[config.mk]
export PLATFORM = sky130hd
export DESIGN_NAME = sample_voice_mixer
export DESIGN_NICKNAME = d
export VERILOG_FILES = /design/src/rtl/sample_voice_mixer.sv
export SDC_FILE = /design/constraint.sdc
export NUM_CORES = 1
export LEC_CHECK = 0
export CAP_MARGIN = 20
export CORE_UTILIZATION = 48
export DETAILED_ROUTE_END_ITERATION = 10
export PLACE_DENSITY_LB_ADDON = 0.25
export SLEW_MARGIN = 10
export SYNTH_ARGS = -nofsm -noshare
export SYNTH_HDL_FRONTEND = slang
export SYNTH_SLANG_ARGS = --single-unit
export TNS_END_PERCENT = 1
[constraint.sdc]
create_clock -name clock -period 5 [get_ports clock]
set_input_delay 1 -clock clock [delete_from_list [all_inputs] [get_ports clock]]
set_output_delay 1 -clock clock [all_outputs]
set_load 0.005 [all_outputs]
[src/rtl/sample_voice_mixer.sv]
// Multi-voice ROM sample player: per-voice address sequencers, a shared
// fetch/sum/wait/write sequencer, and a mixed sample handed to the codec FIFO.
module sample_voice_mixer #(
  parameter int CHANNELS = 3,
  parameter int SAMPLE_W = 10,
  parameter int ADDR_W   = 20,
  parameter int OUT_W    = 12
) (
  input  logic                         clock,
  input  logic                         reset,
  input  logic [CHANNELS-1:0]          play,
  input  logic [CHANNELS-1:0]          hold_mode,
  input  logic [CHANNELS*ADDR_W-1:0]   address_max,
  output logic [CHANNELS*ADDR_W-1:0]   rom_address,
  input  logic [CHANNELS*SAMPLE_W-1:0] rom_q,
  input  logic                         audio_out_allowed,
  output logic                         write_audio_out,
  output logic                         clear_buffer,
  output logic [OUT_W-1:0]             audio_out,
  output logic [CHANNELS-1:0]          active,
  output logic [CHANNELS-1:0]          done
);

  localparam logic [2:0] S_IDLE  = 3'd0;
  localparam logic [2:0] S_FETCH = 3'd1;
  localparam logic [2:0] S_SUM   = 3'd2;
  localparam logic [2:0] S_WAIT  = 3'd3;
  localparam logic [2:0] S_WRITE = 3'd4;

  logic [2:0]          state_q, state_d;
  logic [CHANNELS-1:0] prev_play_q, prev_play_d;
  logic [CHANNELS-1:0] pending_q, pending_d;
  logic [CHANNELS-1:0] on_q, on_d;
  logic [CHANNELS-1:0] hold_q, hold_d;
  logic [CHANNELS-1:0] done_q, done_d;
  logic                clear_q, clear_d;
  logic [OUT_W-1:0]    audio_q, audio_d;
  logic [ADDR_W-1:0]   addr_q [CHANNELS];
  logic [ADDR_W-1:0]   addr_d [CHANNELS];

  logic [ADDR_W-1:0]   max_w    [CHANNELS];
  logic [SAMPLE_W-1:0] sample_w [CHANNELS];
  logic [CHANNELS-1:0] trig;
  logic [CHANNELS-1:0] apply;
  logic                update_phase;
  logic [OUT_W-1:0]    mix_sum;

  for (genvar gi = 0; gi < CHANNELS; gi++) begin : g_voice_io
    assign max_w[gi]                         = address_max[gi*ADDR_W +: ADDR_W];
    assign sample_w[gi]                      = rom_q[gi*SAMPLE_W +: SAMPLE_W];
    assign rom_address[gi*ADDR_W +: ADDR_W]  = addr_q[gi];
  end

  assign trig         = play & ~prev_play_q;
  assign update_phase = (state_q == S_WRITE);
  assign prev_play_d  = play;

  // Triggers take effect only between samples: immediately when idle,
  // otherwise they wait as pending until the write completes.
  always_comb begin
    apply = '0;
    if ((state_q == S_IDLE) || (state_q == S_WRITE)) begin
      apply = pending_q | trig;
    end
  end

  always_comb begin
    on_d      = on_q;
    hold_d    = hold_q;
    done_d    = '0;
    pending_d = pending_q | trig;
    for (int i = 0; i < CHANNELS; i++) begin
      addr_d[i] = addr_q[i];
      if (apply[i]) begin
        addr_d[i]    = '0;
        on_d[i]      = 1'b1;
        hold_d[i]    = hold_mode[i];
        pending_d[i] = 1'b0;
      end else if (update_phase && on_q[i]) begin
        if (hold_q[i] && !play[i]) begin
          on_d[i]   = 1'b0;
          done_d[i] = 1'b1;
        end else if (addr_q[i] < max_w[i]) begin
          addr_d[i] = addr_q[i] + ADDR_W'(1);
        end else if (hold_q[i]) begin
          addr_d[i] = '0;
        end else begin
          on_d[i]   = 1'b0;
          done_d[i] = 1'b1;
        end
      end
    end
  end

  // OUT_W is wide enough for the full sum, so plain wrap-free addition.
  always_comb begin
    mix_sum = '0;
    for (int i = 0; i < CHANNELS; i++) begin
      if (on_q[i]) begin
        mix_sum = mix_sum + OUT_W'($signed(sample_w[i]));
      end
    end
  end

  always_comb begin
    state_d = state_q;
    clear_d = 1'b0;
    audio_d = audio_q;
    case (state_q)
      S_IDLE: begin
        if (|apply) state_d = S_FETCH;
      end
      S_FETCH: state_d = S_SUM;
      S_SUM: begin
        audio_d = mix_sum;
        state_d = S_WAIT;
      end
      S_WAIT: begin
        if (audio_out_allowed) state_d = S_WRITE;
      end
      S_WRITE: begin
        if (|on_d) begin
          state_d = S_FETCH;
        end else begin
          state_d = S_IDLE;
          clear_d = 1'b1;
        end
      end
      default: state_d = S_IDLE;
    endcase
  end

  // A key held through reset must be released before it can trigger again.
  always_ff @(posedge clock) begin
    if (reset) begin
      state_q     <= S_IDLE;
      prev_play_q <= '1;
      pending_q   <= '0;
      on_q        <= '0;
      hold_q      <= '0;
      done_q      <= '0;
      clear_q     <= 1'b0;
      audio_q     <= '0;
      for (int i = 0; i < CHANNELS; i++) begin
        addr_q[i] <= '0;
      end
    end else begin
      state_q     <= state_d;
      prev_play_q <= prev_play_d;
      pending_q   <= pending_d;
      on_q        <= on_d;
      hold_q      <= hold_d;
      done_q      <= done_d;
      clear_q     <= clear_d;
      audio_q     <= audio_d;
      for (int i = 0; i < CHANNELS; i++) begin
        addr_q[i] <= addr_d[i];
      end
    end
  end

  assign write_audio_out = update_phase;
  assign clear_buffer    = clear_q;
  assign audio_out       = audio_q;
  assign active          = on_q;
  assign done            = done_q;

endmodule

**Yosys cells after proc, flatten, opt, wreduce, memory -nomap -nowiden**

Memories as Yosys holds them, arrays and structs flattened.
Index checks and enable logic that the tools add are counted.

- Register bits after elaboration: 31
- Bits in writable memories: 60
- Output and inout port bits: 80
- Memories kept: 1

- Add/subtract/negate cells: 5
- Magnitude comparators: 3
- Equal/unequal tests: 6
- Muxes and demuxes: 54
- Bitwise logic cells: 10
- Reductions and logical operators: 21

Memories:

| memory | depth | bits a word | read ports | clocked after memory_dff | wr ports | RTL line | source |
|---|---|---|---|---|---|---|---|
| addr_q | 3 | 20 | 3 | 0 | 3 | 38 | `logic [ADDR_W-1:0] addr_q [CHANNELS];` |

Operators by type and width:

| kind | count |
|---|---|
| $mux W20 | 18 |
| $add A20 B1 Y20 const B | 3 |
| $lt A20 B20 Y1 | 3 |
| $mux W12 | 3 |
| $mux W1 | 29 |
| $add A12 B12 Y12 | 2 |
| $pmux W3 S5 | 1 |
| $reduce_or A3 Y1 | 5 |
| $mux W3 | 3 |
| $reduce_or A2 Y1 | 4 |
| $eq A3 B2 Y1 const B | 2 |
| $logic_and A1 B1 Y1 | 6 |
| $not A1 Y1 | 4 |
| $and A3 B3 Y3 | 1 |
| $eq A3 B1 Y1 const B | 1 |
| $eq A3 B3 Y1 const B | 1 |
| $logic_not A1 Y1 | 3 |
| $logic_not A3 Y1 | 1 |
| $not A3 Y3 | 1 |
| $or A1 B1 Y1 | 3 |
| $or A3 B3 Y3 | 1 |
| $ne A2 B1 Y1 const B | 1 |
| $ne A2 B2 Y1 const B | 1 |
| $reduce_and A2 Y1 | 1 |
| $logic_or A1 B1 Y1 | 1 |

**Logic depth before layout (Yosys ltp)**

Gate-level depths: netlist of run 1.
An unclocked memory read counts as a cell.

- Depth after elaboration: 9
- Mapped depth: 21

**Worst setup path after synthesis of run 1**

OpenSTA, ideal clock, no wires.

- Path type: input -> register
- From: input rom_q[0]
- To: register audio_q[11] (netlist: audio_out[11])
- Setup time: 86 ps
- Data arrival time: 4038 ps
- Data required time: 4914 ps
- Slack: 877 ps
- Stages on the path: 19
- Buffers on the path: 0
- Cells stage by stage: nand2_1 > inv_1 > ha_1 > inv_1 > fa_1 > nor2b_1 > o21ai_1 > a31o_2 > a211oi_1 > or4_1 > nand3_1 > ha_1 > o21ai_0 > o31ai_1 > o41ai_1 > xnor2_1 > nand2_1 > xnor2_1 > a211oi_1

- Word-level cells in the longest chain between the ends: 5

RTL lines:

| element | RTL line | source |
|---|---|---|
| start, declared | 15 | `input logic [CHANNELS*SAMPLE_W-1:0] rom_q,` |
| $mux W12 (*) | 99 | `if (on_q[i]) begin` |
| $add A12 B12 Y12 | 100 | `mix_sum = mix_sum + OUT_W'($signed(sample_w[i]));` |
| $mux W12 (*) | 99 |  |
| $add A12 B12 Y12 | 100 |  |
| $mux W12 (*) | 99 |  |
| end signal, assigned | 155 | `audio_q <= audio_d;` |
| end, declared | 37 | `logic [OUT_W-1:0] audio_q, audio_d;` |

Mark *: on every way between the ends. The rest lies on a longest branch, timed or not.
A chain may end at the register's enable or synchronous reset.

**Worst setup path in the final report of run 1**

Same ends and word-level chain as after synthesis.

==> out/metrics.csv, run 1 <==
stage;metric;value;unit
status;status;finished clean;
yosys;proportion of synthesized area in mux cells;0.0123;
timing;Final Hold Fails;0;
worst_setup_path;crit path launch type;input pin;
yosys;synthesized area;0.00672;mm2
yosys;Compound-Gate Fraction of Synth Area;0.190;
clocking;Max clock buf depth;2;
route;drt wl/cell;13.6;um
route;Total Routed Length;16000;um
route;Residual DRC;0;
yosys;Post-synth EDFFs;0;
yosys;Top FF cell, synth;dfxtp_1;
clocking;clock transition at the registers of the reported paths;0.06;ns
place;PortBufs;178;
pwr;VDD IR max;0.175;mV
yosys;xor-xnor portion of the synthesized cell area;0.0782;
final_layout;post-route insts no fill;1178;
global_routing;GRT overflow;0;
final_layout;Antenna Cells;0;
timing;Worst Max-Slew Pin Slew;0.881;ns
global_routing;largest net degree at the start of global routing;31;
worst_setup_path;Req. time, crit path;5.26;ns
min_path;Hold Path Stages;2;
worst_setup_path;CP Class;input pin to register;
yosys;post-synthesis async set-or-reset flop share;0;
clocking;CTS Sinks;91;
timing;Clock Skew;0.00613;ns
clocking;CTS root buffer;clkbuf_16;
worst_setup_path;Critical Path AT;4.86;ns
pwr;pwr dens;204;mW/mm2
worst_setup_path;R2R cell count;19;
pwr;Power, Total;1.83;mW
worst_setup_path;type of element capturing the critical path;register;
route;Initial DRC Count;285;
min_path;Worst Hold Class;register to register;
flow_run;max cap viols;0;
worst_setup_path;flop2flop setup slack;0.98;ns
yosys;#FFs+latches synth;91;
timing;Fmax achieved;217;MHz
clocking;setup repair bufs after CTS;0;
worst_setup_path;worst-path fanout max;4;
timing;endpoints failing setup;0;
timing;crit share post-route;0.921;
pwr;LEAKAGE;3.80;nW
die;area of the core;0.0135;mm2
clocking;# H-tree levels;3;
yosys;post-synthesis sequential area ratio;0.271;
yosys;Post-Syn Nets;1014;
clocking;CTS tree;done;
global_routing;global-route wire length before repair;26700;um
die;die span in x;120;um
min_path;Worst Hold End;audio_out[1];
route;DR vias;6214;
clocking;Post-CTS Resized;0;
global_routing;aggregate global-route resource usage;0.225;
yosys;synth warn;0;
die;Chip Height;120;um
final_layout;Fillers;1189;
timing;setup TNS;0;ns
die;Die ar.;0.0145;mm2
place;Final HPWL DP;12200;um
die;Starting Density;0.500;
route;via density per instance;5.28;
yosys;adder-cell share of the synthesized area;0.157;
yosys;simple-gate share of the synthesized area;0.222;
yosys;Cell variety after synth;67;
yosys;Post-Syn Instances;832;
clocking;Clock Latency Late Sink;0.34;ns
place;Placer Congestion;0.830;
timing;RSZ-0062 raised after global routing;no;
final_layout;nets@finish;1179;
timing;Hold WS;0.456;ns
min_path;hold path startpoint;audio_out[1];
final_layout;area grow syn2layout;33.3;%
final_layout;share of layout cells above drive strength 1;0.0559;
timing;post-layout min period;4.60;ns
clocking;CTS buffer count;9;
clocking;Post-CTS Hold Fix Bufs;0;
route;Initial DRT Pass Iterations;4;
timing;Slew Limit Fails;0;
worst_setup_path;Crit Reg-Reg Startpoint;active[0];
route;Final ANT Viol Nets;0;
timing;Rel. slew slack;0.413;
global_routing;number of global-route vias before repair;5853;
global_routing;antenna violations before repair;0;
yosys;largest family of logic cells by synthesized area;simple AND/OR/NAND/NOR gates;
place;DP Cell Count;1161;
worst_setup_path;RR Endpoint;audio_out[11];
die;Rows;42;
die;num ports;179;
yosys;syn avg cell area;8.08;um2
worst max-delay path by stage:
| stage | startpoint | end | slack (ns) | depth (start not counted) |
|---|---|---|---|---|
| final | rom_q[0] | audio_out[11] | 0.40 | 20 |
| after global routing | rom_q[0] | audio_out[11] | 0.01 | 21 |
| after CTS | rom_q[0] | audio_out[11] | 0.40 | 20 |
| after detailed placement | rom_q[0] | audio_out[11] | 0.06 | 20 |
| after global placement | rom_q[0] | audio_out[11] | 0.18 | 20 |
| after floorplan | rom_q[0] | audio_out[11] | 0.88 | 19 |
final cells by class:
class | count | area (um2) | share of cell area
Inverter | 87 | 327 | 0.0365
Timing Repair Buffer | 186 | 1850 | 0.206
Tap cell | 176 | 220 | 0.0246
Multi-Input combinational cell | 622 | 4440 | 0.495
Sequential cell | 91 | 1820 | 0.203
Clock buffer | 12 | 256 | 0.0286
Clock inverter | 4 | 48.8 | 0.00545
sequential cells by signal, indices dropped and copies added, names as in the netlist:
name,count
hold_q,3
pending_q,3
active,3
state_q,3
done,3
audio_out,12
clear_buffer,1
addr_q,60
prev_play_q,3
cell families (layout without fill, tap and decap cells):
| group | count (synthesis) | after routing |
|---|---|---|
| AND/OR/NAND/NOR | 297 | 297 |
| AO/OA/AOI/OAI | 174 | 174 |
| buffers and inverters | 119 | 289 |
| flip-flops | 91 | 91 |
| adder cells (fa/ha/maj) | 83 | 83 |
| XOR/XNOR | 60 | 60 |
| multiplexers | 8 | 8 |
layer usage:
| metal | GRT usage | share of wire |
|---|---|---|
| met1 | 0.293 | 0.48 |
| met2 | 0.380 | 0.46 |
| met3 | 0.0429 | 0.046 |
| met4 | 0.0579 | 0.013 |
| met5 | 0 | 0 |
where the power goes:
group | total (mW) | internal [mW] | switching [mW]
logic | 0.363 | 0.189 | 0.174
clock network | 0.699 | 0.414 | 0.285
registers | 0.763 | 0.743 | 0.0208
total | 1.83 | 1.35 | 0.479
synth_stat cells, types with 3 or more instances:
master | count | area share
o21a_1 | 4 | 0.0045
a21bo_1 | 4 | 0.0060
dfxtp_1 | 91 | 0.27
nand2b_1 | 10 | 0.0093
ha_1 | 81 | 0.15
o21ai_0 | 31 | 0.023
nor3b_1 | 3 | 0.0034
nor3_1 | 18 | 0.013
a31o_2 | 4 | 0.0052
a211oi_1 | 16 | 0.018
o22ai_1 | 3 | 0.0028
nand2_1 | 56 | 0.031
xor2_1 | 35 | 0.046
buf_2 | 5 | 0.0037
a21bo_2 | 3 | 0.0045
a2111oi_2 | 4 | 0.0089
nand4_1 | 34 | 0.032
a2111oi_4 | 3 | 0.012
a21oi_1 | 52 | 0.039
nand3_1 | 21 | 0.016
mux2i_1 | 6 | 0.0089
inv_1 | 87 | 0.049
a21o_1 | 14 | 0.016
nor4_1 | 4 | 0.0037
xnor2_1 | 25 | 0.033
and4_1 | 3 | 0.0039
or2_2 | 4 | 0.0037
and3_1 | 19 | 0.018
and2_1 | 9 | 0.0084
clkbuf_1 | 23 | 0.013
nor2_1 | 91 | 0.051
o211ai_1 | 6 | 0.0067
nand3b_1 | 10 | 0.011
nand4b_1 | 5 | 0.0065
or3_1 | 5 | 0.0047
placed cells by master, fill, tap and decap left out, types with 10 or more instances in the layout:
| cell | Yosys | final |
|---|---|---|
| clkdlybuf4s50_1 | 0 | 178 |
| nor2_1 | 91 | 91 |
| dfxtp_1 | 91 | 91 |
| inv_1 | 87 | 87 |
| ha_1 | 81 | 81 |
| nand2_1 | 56 | 56 |
| a21oi_1 | 52 | 52 |
| xor2_1 | 35 | 35 |
| nand4_1 | 34 | 34 |
| o21ai_0 | 31 | 29 |
| xnor2_1 | 25 | 25 |
| nand3_1 | 21 | 21 |
| and3_1 | 19 | 19 |
| nor3_1 | 18 | 18 |
| a211oi_1 | 16 | 16 |
| a21o_1 | 14 | 14 |
| nand2b_1 | 10 | 10 |
| nand3b_1 | 10 | 10 |
critical path, stage by stage:
cell             delay [ns]
clkdlybuf4s50_1        0.45
nand2_1                0.06
inv_1                  0.07
ha_1                   0.16
inv_1                  0.06
fa_1                   0.37
nor2b_1                0.15
o21ai_1                0.17
a31o_2                 0.20
a211oi_1               0.11
or4_1                  0.48
nand3_1                0.12
ha_1                   0.27
o21ai_0                0.09
o31ai_1                0.12
o41ai_1                0.36
xnor2_1                0.17
nand2_1                0.08
xnor2_1                0.17
a211oi_1               0.21
stage by stage:
stage	worst slack [ns]	util	instance area [um2]
after CTS	0.403	0.665	8940
after floorplan	0.877	-	6720
final	0.396	0.666	8950
after global placement	0.179	0.642	8640
after detailed placement	0.0602	0.642	8640
after global routing	0.0145	0.666	8950
No activity file was read; power rests on OpenSTA's default activity.
==> run 2: changes to the inputs <==
--- a/config.mk
+++ b/config.mk
@@ -5,9 +5,11 @@
 export SDC_FILE = /design/constraint.sdc
 export NUM_CORES = 1
 export LEC_CHECK = 0
+export ABC_CLOCK_PERIOD_IN_PS = 5000
 export CAP_MARGIN = 20
 export CORE_UTILIZATION = 48
 export DETAILED_ROUTE_END_ITERATION = 10
+export GPL_TIMING_DRIVEN = 0
 export PLACE_DENSITY_LB_ADDON = 0.25
 export SLEW_MARGIN = 10
 export SYNTH_ARGS = -nofsm -noshare
==> out/metrics.csv, run 2 (synthesis results as in run 1) <==
stage;metric;value;unit
worst_setup_path;CP Launch Point;rom_q[0];
pwr;Power, Total;1.81;mW
clocking;Clock Latency Late Sink;0.35;ns
final_layout;share of layout cells above drive strength 1;0.0537;
global_routing;antenna violations before repair;0;
pwr;Gate power share;0.207;
timing;post-layout min period;4.65;ns
die;Starting Density;0.500;
die;area of the core;0.0135;mm2
final_layout;Antenna Cells;0;
global_routing;global-route wire length before repair;28200;um
clocking;Post-CTS Resized;0;
timing;Final Hold Fails;0;
place;PortBufs;178;
route;via density per instance;5.35;
route;Total Routed Length;16800;um
die;num ports;179;
timing;Setup WS post-layout;0.347;ns
final_layout;Reg with most FFs;addr_q;
route;drt wl/cell;14.0;um
global_routing;largest net degree at the start of global routing;16;
place;Placer Congestion;0.798;
worst_setup_path;worst-path fanout max;3;
worst_setup_path;flop2flop setup slack;0.46;ns
timing;Rel. slew slack;0.297;
place;Final HPWL DP;13000;um
die;Chip Height;120;um
timing;Clock Skew;0.00872;ns
timing;Worst Max-Slew Pin Slew;1.05;ns
final_layout;nets@finish;1203;
worst_setup_path;R2R cell count;21;
worst_setup_path;Top Family by Delay on Critical Path;compound AO/OA/AOI/OAI gates;
die;Die ar.;0.0145;mm2
timing;endpoints failing setup;0;
worst_setup_path;critical path capture point;audio_out[11];
final_layout;most frequent cells in the layout;178 x clkdlybuf4s50_1, 91 x nor2_1, 91 x dfxtp_1;
pwr;VDD IR max;0.177;mV
pwr;clock network power share;0.377;
die;Rows;42;
worst_setup_path;crit path launch type;input pin;
clocking;CTS buffer count;9;
final_layout;post-route cell area;0.00901;mm2
global_routing;number of global-route vias before repair;6154;
worst_setup_path;max incr delay on CP;0.45;ns
pwr;switching share of power;0.274;
clocking;clock transition at the registers of the reported paths;0.07;ns
pwr;sequential power share;0.416;
route;DR vias;6423;
die;die span in x;120;um
route;Residual DRC;0;
route;Initial DRC Count;335;
place;post-place instance area;0.00872;mm2
clocking;setup repair bufs after CTS;0;
clocking;CTS root buffer;clkbuf_16;
final_layout;Final Util;0.670;
timing;RSZ-0062 raised after global routing;no;
worst_setup_path;type of element capturing the critical path;register;
status;status;finished clean;
final_layout;most common cell after layout, fill and taps aside;clkdlybuf4s50_1;
worst_setup_path;Critical Path AT;4.92;ns
worst_setup_path;Crit Reg-Reg Startpoint;active[0];
pwr;net switching power;497;uW
worst_setup_path;CP Class;input pin to register;
worst_setup_path;critical path's slowest cell;clkdlybuf4s50_1;
timing;crit share post-route;0.931;
worst_setup_path;critical path cell sequence;clkdlybuf4s50_1, nand2_1, inv_1, ha_1, inv_1, fa_1, nor2b_1, o21ai_1, a21oi_1, xnor2_1, nand2_1, o21ai_0, ha_1, or2_2, a21oi_1, o31ai_1, o41ai_1, xnor2_1, nand2_1, xnor2_1, a211oi_1;
place;Place WS;-0.0186;ns
clocking;# H-tree levels;3;
clocking;Post-CTS Hold Fix Bufs;0;
global_routing;GRT overflow;0;
flow_run;max cap viols;0;
pwr;LEAKAGE;3.80;nW
worst_setup_path;Buf/Inv on CP;3;
final_layout;area grow syn2layout;34.1;%
worst_setup_path;RR Endpoint;audio_out[11];
route;Initial DRT Pass Iterations;4;
worst_setup_path;Worst path depth;21;
clocking;Max clock buf depth;2;
route;Final ANT Viol Nets;0;
clocking;CTS tree;done;
final_layout;max reg flops;60;
pwr;pwr dens;201;mW/mm2
clocking;CTS Sinks;91;
pwr;Int Pwr;1.32;mW
timing;setup TNS;0;ns
global_routing;aggregate global-route resource usage;0.239;
timing;Slew Limit Fails;0;
min_path;Worst Hold Class;register to register;
worst_setup_path;Req. time, crit path;5.27;ns
timing;Fmax achieved;215;MHz
## run 2: worst min path at each step
stage                    to    startpoint  cells past startpoint
6_report       audio_out[1]  audio_out[1]                      2
5_1_grt        audio_out[1]  audio_out[1]                      2
4_1_cts        audio_out[1]  audio_out[1]                      2
3_5_place_dp   audio_out[1]  audio_out[1]                      2
3_3_place_gp   audio_out[1]  audio_out[1]                      2
2_1_floorplan  pending_q[2]  pending_q[2]                      2
## run 2: metrics by stage
stage	hold slack [ns]	instances
after floorplan	0.446	832
after global placement	0.441	1186
after detailed placement	0.445	1186
after CTS	0.457	1201
final	0.457	1201
after global routing	0.468	1201
## run 2: metal layers
layer | vias up | wire (um) | GRT usage
li1 | 3292 | - | -
met1 | 2965 | 7900 | 0.309
met2 | 150 | 7950 | 0.406
met3 | 16 | 774 | 0.0453
met4 | 0 | 214 | 0.0602
met5 | - | 0 | 0
## run 2: power groups by stage
stage | registers (mW) | clock network (mW) | logic, mW
final | 0.755 | 0.683 | 0.376
after global routing | 0.756 | 0.718 | 0.419
after CTS | 0.754 | 0.695 | 0.377
after detailed placement | 0.771 | 0 | 0.375
after global placement | 0.770 | 0 | 0.368
after floorplan | 0.768 | 0 | 0.216
## run 2: cell type report
type	count	area, um2
fillers	1205	4440
flip-flops and latches	91	1820
plain buffers	32	143
clock buffers	9	225
inverters	87	327
multi-input cells	622	4430
well taps	176	220
clock inverters	6	66.3
repair buffers	178	1780
## run 2: tightest hold or removal path: stages, from the launching register on
cell	delay, ns
dfxtp_1	0.31
nand2_1	0.05
a21oi_1	0.05
